File: src/rtl/fifo_pkg.sv
// Shared definitions for the sync_fifo_v2 slice: read-mode encodings and the
// helper that sizes the fill-level counter so it can represent 0..DEPTH.
package fifo_pkg;

  localparam int FIFO_MODE_STD  = 0;
  localparam int FIFO_MODE_FWFT = 1;

  // Fill level needs one bit more than the address so that DEPTH itself fits.
  function automatic int fill_width(input int depth);
    return $clog2(depth) + 1;
  endfunction

endpackage

File: src/rtl/sync_fifo_v2_if.sv
// Stream-side bundle of sync_fifo_v2. The slave modport is the FIFO, the
// master modport is the producer/consumer pair around it.
// Optional macro FIFO_ERR_FLAGS_EN adds err_clr_in, overflow_out, underflow_out.
interface sync_fifo_v2_if import fifo_pkg::*; #(
  parameter int WIDTH = 8,
  parameter int DEPTH = 16
);

  localparam int FW = fill_width(DEPTH);

  logic [WIDTH-1:0] datain;
  logic             wr_in;
  logic             rd_in;
  logic [WIDTH-1:0] dataout;
  logic             dataout_valid_out;
  logic             full_out;
  logic             empty_out;
  logic             almost_full_out;
  logic             almost_empty_out;
  logic [FW-1:0]    fill_lvl_out;
`ifdef FIFO_ERR_FLAGS_EN
  logic             err_clr_in;
  logic             overflow_out;
  logic             underflow_out;

  modport slave (
    input  datain, wr_in, rd_in, err_clr_in,
    output dataout, dataout_valid_out, full_out, empty_out,
           almost_full_out, almost_empty_out, fill_lvl_out,
           overflow_out, underflow_out
  );

  modport master (
    output datain, wr_in, rd_in, err_clr_in,
    input  dataout, dataout_valid_out, full_out, empty_out,
           almost_full_out, almost_empty_out, fill_lvl_out,
           overflow_out, underflow_out
  );
`else
  modport slave (
    input  datain, wr_in, rd_in,
    output dataout, dataout_valid_out, full_out, empty_out,
           almost_full_out, almost_empty_out, fill_lvl_out
  );

  modport master (
    output datain, wr_in, rd_in,
    input  dataout, dataout_valid_out, full_out, empty_out,
           almost_full_out, almost_empty_out, fill_lvl_out
  );
`endif

endinterface

File: src/rtl/fifo_ram.sv
// Simple dual-port storage for sync_fifo_v2: synchronous write, registered
// read with read-enable. The array itself is never reset so it maps onto
// block RAM; only the read register clears, giving a defined dataout.
module fifo_ram #(
  parameter int WIDTH = 8,
  parameter int DEPTH = 16,
  parameter int AW    = $clog2(DEPTH)
) (
  input  logic             CLK,
  input  logic             rst_in,
  input  logic             we,
  input  logic [AW-1:0]    waddr,
  input  logic [WIDTH-1:0] wdata,
  input  logic             re,
  input  logic [AW-1:0]    raddr,
  output logic [WIDTH-1:0] rdata
);

  logic [WIDTH-1:0] mem [DEPTH];

  // Write port: store the incoming word at the write address.
  always_ff @(posedge CLK) begin
    if (we) mem[waddr] <= wdata;
  end

  // Read port: capture the addressed word only when a read is requested.
  always_ff @(posedge CLK or negedge rst_in) begin
    if (!rst_in)  rdata <= '0;
    else if (re)  rdata <= mem[raddr];
  end

endmodule

File: src/rtl/sync_fifo_v2.sv
// Single-clock parametrised FIFO with wrap-bit pointers, registered fill
// level and almost flags, and a standard or first-word-fall-through read
// side. The RAM read register doubles as the FWFT head register.
// Optional macro FIFO_ERR_FLAGS_EN adds sticky overflow/underflow flags.
module sync_fifo_v2 import fifo_pkg::*; #(
  parameter int WIDTH         = 8,
  parameter int DEPTH         = 16,
  parameter int FWFT          = 0,
  parameter int AFULL_THRESH  = DEPTH - 2,
  parameter int AEMPTY_THRESH = 2
) (
  input  logic CLK,
  input  logic rst_in,
  sync_fifo_v2_if.slave bus
);

  localparam int AW = $clog2(DEPTH);
  localparam int PW = AW + 1;
  localparam int FW = fill_width(DEPTH);
  localparam logic [PW-1:0] PTR_ONE  = PW'(1);
  localparam logic [FW-1:0] FILL_ONE = FW'(1);
  localparam logic [FW-1:0] AF_LVL   = FW'(AFULL_THRESH);
  localparam logic [FW-1:0] AE_LVL   = FW'(AEMPTY_THRESH);

  logic [PW-1:0]    wr_ptr, rd_ptr;
  logic [FW-1:0]    fill, fill_next;
  logic             almost_full_q, almost_empty_q;
  logic             full, empty;
  logic             wr_acc, rd_acc;
  logic             ram_re;
  logic [AW-1:0]    ram_raddr;
  logic [WIDTH-1:0] ram_rdata;

  assign full   = (wr_ptr[AW] != rd_ptr[AW]) && (wr_ptr[AW-1:0] == rd_ptr[AW-1:0]);
  assign wr_acc = bus.wr_in & ~full;
  assign rd_acc = bus.rd_in & ~empty;

  // Next fill level: a simultaneous accepted read and write leave it unchanged.
  always_comb begin
    fill_next = fill;
    case ({wr_acc, rd_acc})
      2'b10:   fill_next = fill + FILL_ONE;
      2'b01:   fill_next = fill - FILL_ONE;
      default: fill_next = fill;
    endcase
  end

  // Pointers, fill level and almost flags; flags come from the next fill so
  // they change in the same cycle as fill_lvl_out.
  always_ff @(posedge CLK or negedge rst_in) begin
    if (!rst_in) begin
      wr_ptr         <= '0;
      rd_ptr         <= '0;
      fill           <= '0;
      almost_full_q  <= 1'b0;
      almost_empty_q <= 1'b1;
    end else begin
      if (wr_acc) wr_ptr <= wr_ptr + PTR_ONE;
      if (rd_acc) rd_ptr <= rd_ptr + PTR_ONE;
      fill           <= fill_next;
      almost_full_q  <= (fill_next >= AF_LVL);
      almost_empty_q <= (fill_next <= AE_LVL);
    end
  end

  fifo_ram #(
    .WIDTH (WIDTH),
    .DEPTH (DEPTH),
    .AW    (AW)
  ) u_ram (
    .CLK   (CLK),
    .rst_in(rst_in),
    .we    (wr_acc),
    .waddr (wr_ptr[AW-1:0]),
    .wdata (bus.datain),
    .re    (ram_re),
    .raddr (ram_raddr),
    .rdata (ram_rdata)
  );

  generate
    if (FWFT == FIFO_MODE_STD) begin : g_std
      logic valid_q;

      assign empty     = (fill == '0);
      assign ram_re    = rd_acc;
      assign ram_raddr = rd_ptr[AW-1:0];

      // Valid pulses for the one cycle following each accepted read.
      always_ff @(posedge CLK or negedge rst_in) begin
        if (!rst_in) valid_q <= 1'b0;
        else         valid_q <= rd_acc;
      end

      assign bus.dataout_valid_out = valid_q;
    end else begin : g_fwft
      logic [PW-1:0] pf_ptr;
      logic          head_valid;
      logic          ram_has_data;
      logic          prefetch;

      assign ram_has_data = (wr_ptr != pf_ptr);
      assign prefetch     = ram_has_data & (~head_valid | rd_acc);
      assign empty        = ~head_valid;
      assign ram_re       = prefetch;
      assign ram_raddr    = pf_ptr[AW-1:0];

      // Refill the head register whenever it is empty or being consumed and
      // the RAM still holds words, so reads stream without bubbles.
      always_ff @(posedge CLK or negedge rst_in) begin
        if (!rst_in) begin
          pf_ptr     <= '0;
          head_valid <= 1'b0;
        end else begin
          if (prefetch) pf_ptr <= pf_ptr + PTR_ONE;
          head_valid <= prefetch | (head_valid & ~rd_acc);
        end
      end

      assign bus.dataout_valid_out = head_valid;
    end
  endgenerate

  assign bus.dataout          = ram_rdata;
  assign bus.full_out         = full;
  assign bus.empty_out        = empty;
  assign bus.almost_full_out  = almost_full_q;
  assign bus.almost_empty_out = almost_empty_q;
  assign bus.fill_lvl_out     = fill;

`ifdef FIFO_ERR_FLAGS_EN
  logic overflow_q, underflow_q;

  // Sticky error flags: a refused request sets them, err_clr_in clears them,
  // and a set in the same cycle wins over the clear.
  always_ff @(posedge CLK or negedge rst_in) begin
    if (!rst_in) begin
      overflow_q  <= 1'b0;
      underflow_q <= 1'b0;
    end else begin
      if (bus.wr_in & full)      overflow_q <= 1'b1;
      else if (bus.err_clr_in)   overflow_q <= 1'b0;
      if (bus.rd_in & empty)     underflow_q <= 1'b1;
      else if (bus.err_clr_in)   underflow_q <= 1'b0;
    end
  end

  assign bus.overflow_out  = overflow_q;
  assign bus.underflow_out = underflow_q;
`endif

endmodule
File: src/flat_wrapper.sv
// flat-port wrapper written by rule: the top's interface ports become plain ports
module sync_fifo_v2_flat import fifo_pkg::*;
#(
  parameter int WIDTH         = 8,
  parameter int DEPTH         = 16,
  parameter int FWFT          = 0,
  parameter int AFULL_THRESH  = DEPTH - 2,
  parameter int AEMPTY_THRESH = 2
)
  (CLK, rst_in, bus_datain, bus_wr_in, bus_rd_in, bus_dataout, bus_dataout_valid_out, bus_full_out, bus_empty_out, bus_almost_full_out, bus_almost_empty_out, bus_fill_lvl_out);
  sync_fifo_v2_if #(.WIDTH(WIDTH), .DEPTH(DEPTH)) bus_i ();
  input  logic CLK;
  input  logic rst_in;
  input wire logic [$bits(bus_i.datain)-1:0] bus_datain;
  input wire logic [$bits(bus_i.wr_in)-1:0] bus_wr_in;
  input wire logic [$bits(bus_i.rd_in)-1:0] bus_rd_in;
  output wire logic [$bits(bus_i.dataout)-1:0] bus_dataout;
  output wire logic [$bits(bus_i.dataout_valid_out)-1:0] bus_dataout_valid_out;
  output wire logic [$bits(bus_i.full_out)-1:0] bus_full_out;
  output wire logic [$bits(bus_i.empty_out)-1:0] bus_empty_out;
  output wire logic [$bits(bus_i.almost_full_out)-1:0] bus_almost_full_out;
  output wire logic [$bits(bus_i.almost_empty_out)-1:0] bus_almost_empty_out;
  output wire logic [$bits(bus_i.fill_lvl_out)-1:0] bus_fill_lvl_out;
  assign bus_i.datain = bus_datain;
  assign bus_i.wr_in = bus_wr_in;
  assign bus_i.rd_in = bus_rd_in;
  assign bus_dataout = bus_i.dataout;
  assign bus_dataout_valid_out = bus_i.dataout_valid_out;
  assign bus_full_out = bus_i.full_out;
  assign bus_empty_out = bus_i.empty_out;
  assign bus_almost_full_out = bus_i.almost_full_out;
  assign bus_almost_empty_out = bus_i.almost_empty_out;
  assign bus_fill_lvl_out = bus_i.fill_lvl_out;
  sync_fifo_v2 #(.WIDTH(WIDTH), .DEPTH(DEPTH), .FWFT(FWFT), .AFULL_THRESH(AFULL_THRESH), .AEMPTY_THRESH(AEMPTY_THRESH)) u_core (.CLK(CLK), .rst_in(rst_in), .bus(bus_i));
endmodule
File: config.mk
export PLATFORM = sky130hd
export DESIGN_NAME = sync_fifo_v2_flat
export DESIGN_NICKNAME = d
export VERILOG_FILES = /design/src/rtl/fifo_pkg.sv /design/src/rtl/sync_fifo_v2_if.sv /design/src/rtl/fifo_ram.sv /design/src/rtl/sync_fifo_v2.sv /design/src/flat_wrapper.sv
export SDC_FILE = /design/constraint.sdc
export NUM_CORES = 1
export LEC_CHECK = 0
export CAP_MARGIN = 30
export CORE_AREA = 2 2 112 114
export CTS_CLUSTER_DIAMETER = 100
export DETAILED_ROUTE_END_ITERATION = 10
export DIE_AREA = 0 0 114 116
export PLACE_DENSITY = 0.74
export SYNTH_ARGS = -nofsm -noshare
export SYNTH_HDL_FRONTEND = slang
export SYNTH_HIERARCHICAL = 1
export SYNTH_SLANG_ARGS = --single-unit
export TNS_END_PERCENT = 10
File: constraint.sdc
create_clock -name CLK -period 2.8 [get_ports CLK]
set_clock_uncertainty 0.1 [all_clocks]
set_input_delay 0.56 -clock CLK [delete_from_list [all_inputs] [get_ports CLK]]
set_output_delay 0.56 -clock CLK [all_outputs]
set_load 0.02 [all_outputs]
==> impl_results.md <==
* Register area share after synthesis at a little under three quarters
* Worst Setup EP: bus_empty_out
* Yosys top cell area share at 60.58%
* Sink Count at between 150 and 200
* PD cells at 1100 nW/um^2
* Reg-to-reg startpoint: u_core/bus.fill_lvl_out[2]
* Power Total at 8.367 mW
* Gate power share at approximately a third
* CTS clk-pin slew, worst paths at 0.06 ns
* Row cnt at 40
* Slew HR at a little under three fifths
* CTS H-Tree Depth at 4
* Ant diodes at 0
* CP arrival at approximately 2 ns
* R2R setup slack at about 0.1 ns
* Internal power at around 5.8 mW
* Final min period at 2.716 ns
* # port buffers at 29
* Final core occ at a little under two thirds
* CTS max path bufs at 2
* Max FO, Critical Path at 2
* CTS Buf Count at 17
* DRC viols at 0
* Share of post-route cells with drive strength above 1 at around 30%
* Fin area at between 7000 and 8000 um^2
* Post-DRT Antenna Nets at 0
* Ranking of synthesized cells by area: edfxtp_1 61%, dfrtp_1 9.9%, mux4_2 9.2%
* Min-delay worst type: flip-flop to flip-flop
* Place WS at -0.04392 ns
* Die area at around 13,000 um^2
* First-pass detailed-route iteration total at 4
* Iteration-0 DRC count of the detailed router at ~330
* Synth area leader: edfxtp_1
* Starting Density at between 50% and 60%
* Slew Limit Fails at 0
* Root Driver: clkbuf_16
* Period utilisation layout at between 90% and 100%
* Final worst setup slack at ~0.084 ns
* Syn_nets at between 300 and 400
* GRT overflow at 0
* Mean Syn Cell Area at ~19 um^2
* Core ar. at between 10,000 and 15,000 um^2
* Crit Path Class: flip-flop to output pin
* Die X at 114 um
* TritonCTS clock tree: built
* CP endpoint kind: output pin
* Most frequent cell after synthesis: edfxtp_1
* Global-route wire length before repair at about 19 mm
* Placed cell area at between 6000 and 7000 um^2
* Sw Share at 31.13%
* Synthesized area at ~6300 um^2
* IO Pins at 30
* Yosys warnings at 6
* Leak at 2.620 nW
* Post-Syn Instances at 328
* Startpoint type of the worst setup path: flip-flop
* Placed Cells at ~520
* Worst Setup SP: u_core/bus.fill_lvl_out[2]
* Primary FF master, synth: edfxtp_1
* Post-Layout Cell Count at 553
* Dpl hpwl at about 7.8 mm
* Worst slew pin tran at approximately 0.64 ns
* Maximum operating frequency at ~0.37 GHz
* Clock power share at between 20 and 30%
* Initial antenna violation count at 0
* Status: finished, final reports clean
* Vias in the first global route at roughly 3,400
* Final #Nets at roughly 410
* DRT Wirelength at between 10 and 15 mm
* # hold bufs at CTS at 0
* Reg power frac at a little under two fifths
* Clock Latency Late Sink at about 0.41 ns
* Worst-case reg-to-reg path depth at 8
* Drt wl/cell at around 23 um
* Data required, critical path at 2.14 ns
* P&R area growth vs syn at 19.90%
* #FFs+latches synth at between 150 and 200
* Max rail drop VDD at between 0.0005 and 0.0006 V
* Drt via density at about 6
* RSZ-0062 raised after global routing: yes
* Post-synth EDFFs at 128
* Distinct cells, synth at 47
* Final Hold Viols at 0
* Ys async rst share at between 15 and 20%
* Commonest cells post-synth: 128 x edfxtp_1, 26 x mux4_2, 25 x dfrtp_1, 23 x nor2_1, 10 x xnor2_1
* Routability cong. at just under 0.8
* Total Routing Usage GR at 20.54%
* Max-cap violations at 0
* Crit Reg-Reg Endpoint: u_core/bus.almost_empty_out
* # Post-CTS Setup Buffers at 0
* Largest net degree at the start of global routing at 36
* Final setup fails at 0
* Vias at 3,275
* Psw at 2.605 mW
* Die Y at roughly 120 um
[metrics by stage]
step | TNS [ns] | hold slack (ns)
global route | -0.03339 | 0.4344
finish | 0 | 0.4185
floorplan | 0 | 0.1644
global placement | 0 | 0.4153
CTS | 0 | 0.4257
detailed placement | -0.04392 | 0.4108
[kinds of logic (layout without fill, tap and decap cells)]
group | after synthesis | in the layout | synth area share [%]
AO/OA/AOI/OAI | 32 | 32 | 4.654
XOR/XNOR | 15 | 15 | 2.071
buffers and inverters | 18 | 96 | 2.287
multiplexers | 44 | 44 | 13.74
AND/OR/NAND/NOR | 58 | 58 | 4.890
adder cells (fa/ha/maj) | 7 | 7 | 1.499
flip-flops | 154 | 154 | 70.85
[cells in the final DEF, fill, tap and decap left out, types with 8 or more instances in the layout]
cell             synthesis  final
clkdlybuf4s50_1          0     29
dfrtp_1                 25     21
o22ai_1                  8      8
xnor2_1                 10     10
mux2i_1                  8      8
clkbuf_16                0     17
buf_4                    1     32
edfxtp_1               128    128
nor2_1                  23     23
a221oi_2                 8      8
mux4_2                  26     26
[how the worst min path moves through the flow]
stage | startpoint | to | slack (ns) | depth (start not counted)
6_report | u_core/rd_ptr[4] | u_core/rd_ptr[4] | 0.42 | 1
5_1_grt | u_core/rd_ptr[4] | u_core/rd_ptr[4] | 0.43 | 1
4_1_cts | u_core/rd_ptr[4] | u_core/rd_ptr[4] | 0.43 | 1
3_5_place_dp | u_core/rd_ptr[4] | u_core/rd_ptr[4] | 0.41 | 1
3_3_place_gp | u_core/rd_ptr[4] | u_core/rd_ptr[4] | 0.42 | 1
2_1_floorplan | rst_in | u_core/bus.almost_full_out | 0.16 | 0
[flip-flops by register name, indices dropped and copies added, names as in the netlist]
name,flops
u_core/u_ram/mem,128
u_core/u_ram/rdata,8
u_core/bus.fill_lvl_out,5
u_core/rd_ptr,5
u_core/wr_ptr,5
u_core/bus.almost_empty_out,1
u_core/bus.almost_full_out,1
u_core/bus.dataout_valid_out,1
[layout make-up]
type	count	area (um^2)
timing repair buffer	61	530.5
fill	812	4304
clock inverter	14	195.2
clock buffer	18	429.2
multi-input combinational	156	1757
sequential	154	4501
tap	147	183.9
inverter	3	11.26
[what timing repair did]
action	CTS	global route
gates resized for setup	5	1
endpoints found under the setup margin	1	1
pin swaps	0	0
[critical path, cell delays in order (launching register included)]
cell,delay (ns)
dfrtp_2,0.39
or4_4,0.54
nor2_1,0.10
clkdlybuf4s50_1,0.60
[power groups by stage]
stage | sequential, mW | clock [mW] | combinational [mW]
after detailed placement | 3.11 | 0 | 2.84
final | 3.07 | 2.38 | 2.92
after CTS | 3.07 | 2.41 | 2.92
after floorplan | 3.28 | 0 | 1.85
after global routing | 3.11 | 2.51 | 3.13
after global placement | 3.09 | 0 | 2.80
[metal layers]
layer  global-route usage [%]  routed length [um]  part of all wire [%]
met4                    8.943                 341                   2.7
met3                    5.753                 714                   5.7
met1                    26.81                5291                    42
met5                        0                   0                     0
met2                    32.82                6131                    49
No activity file was read; power rests on OpenSTA's default activity.
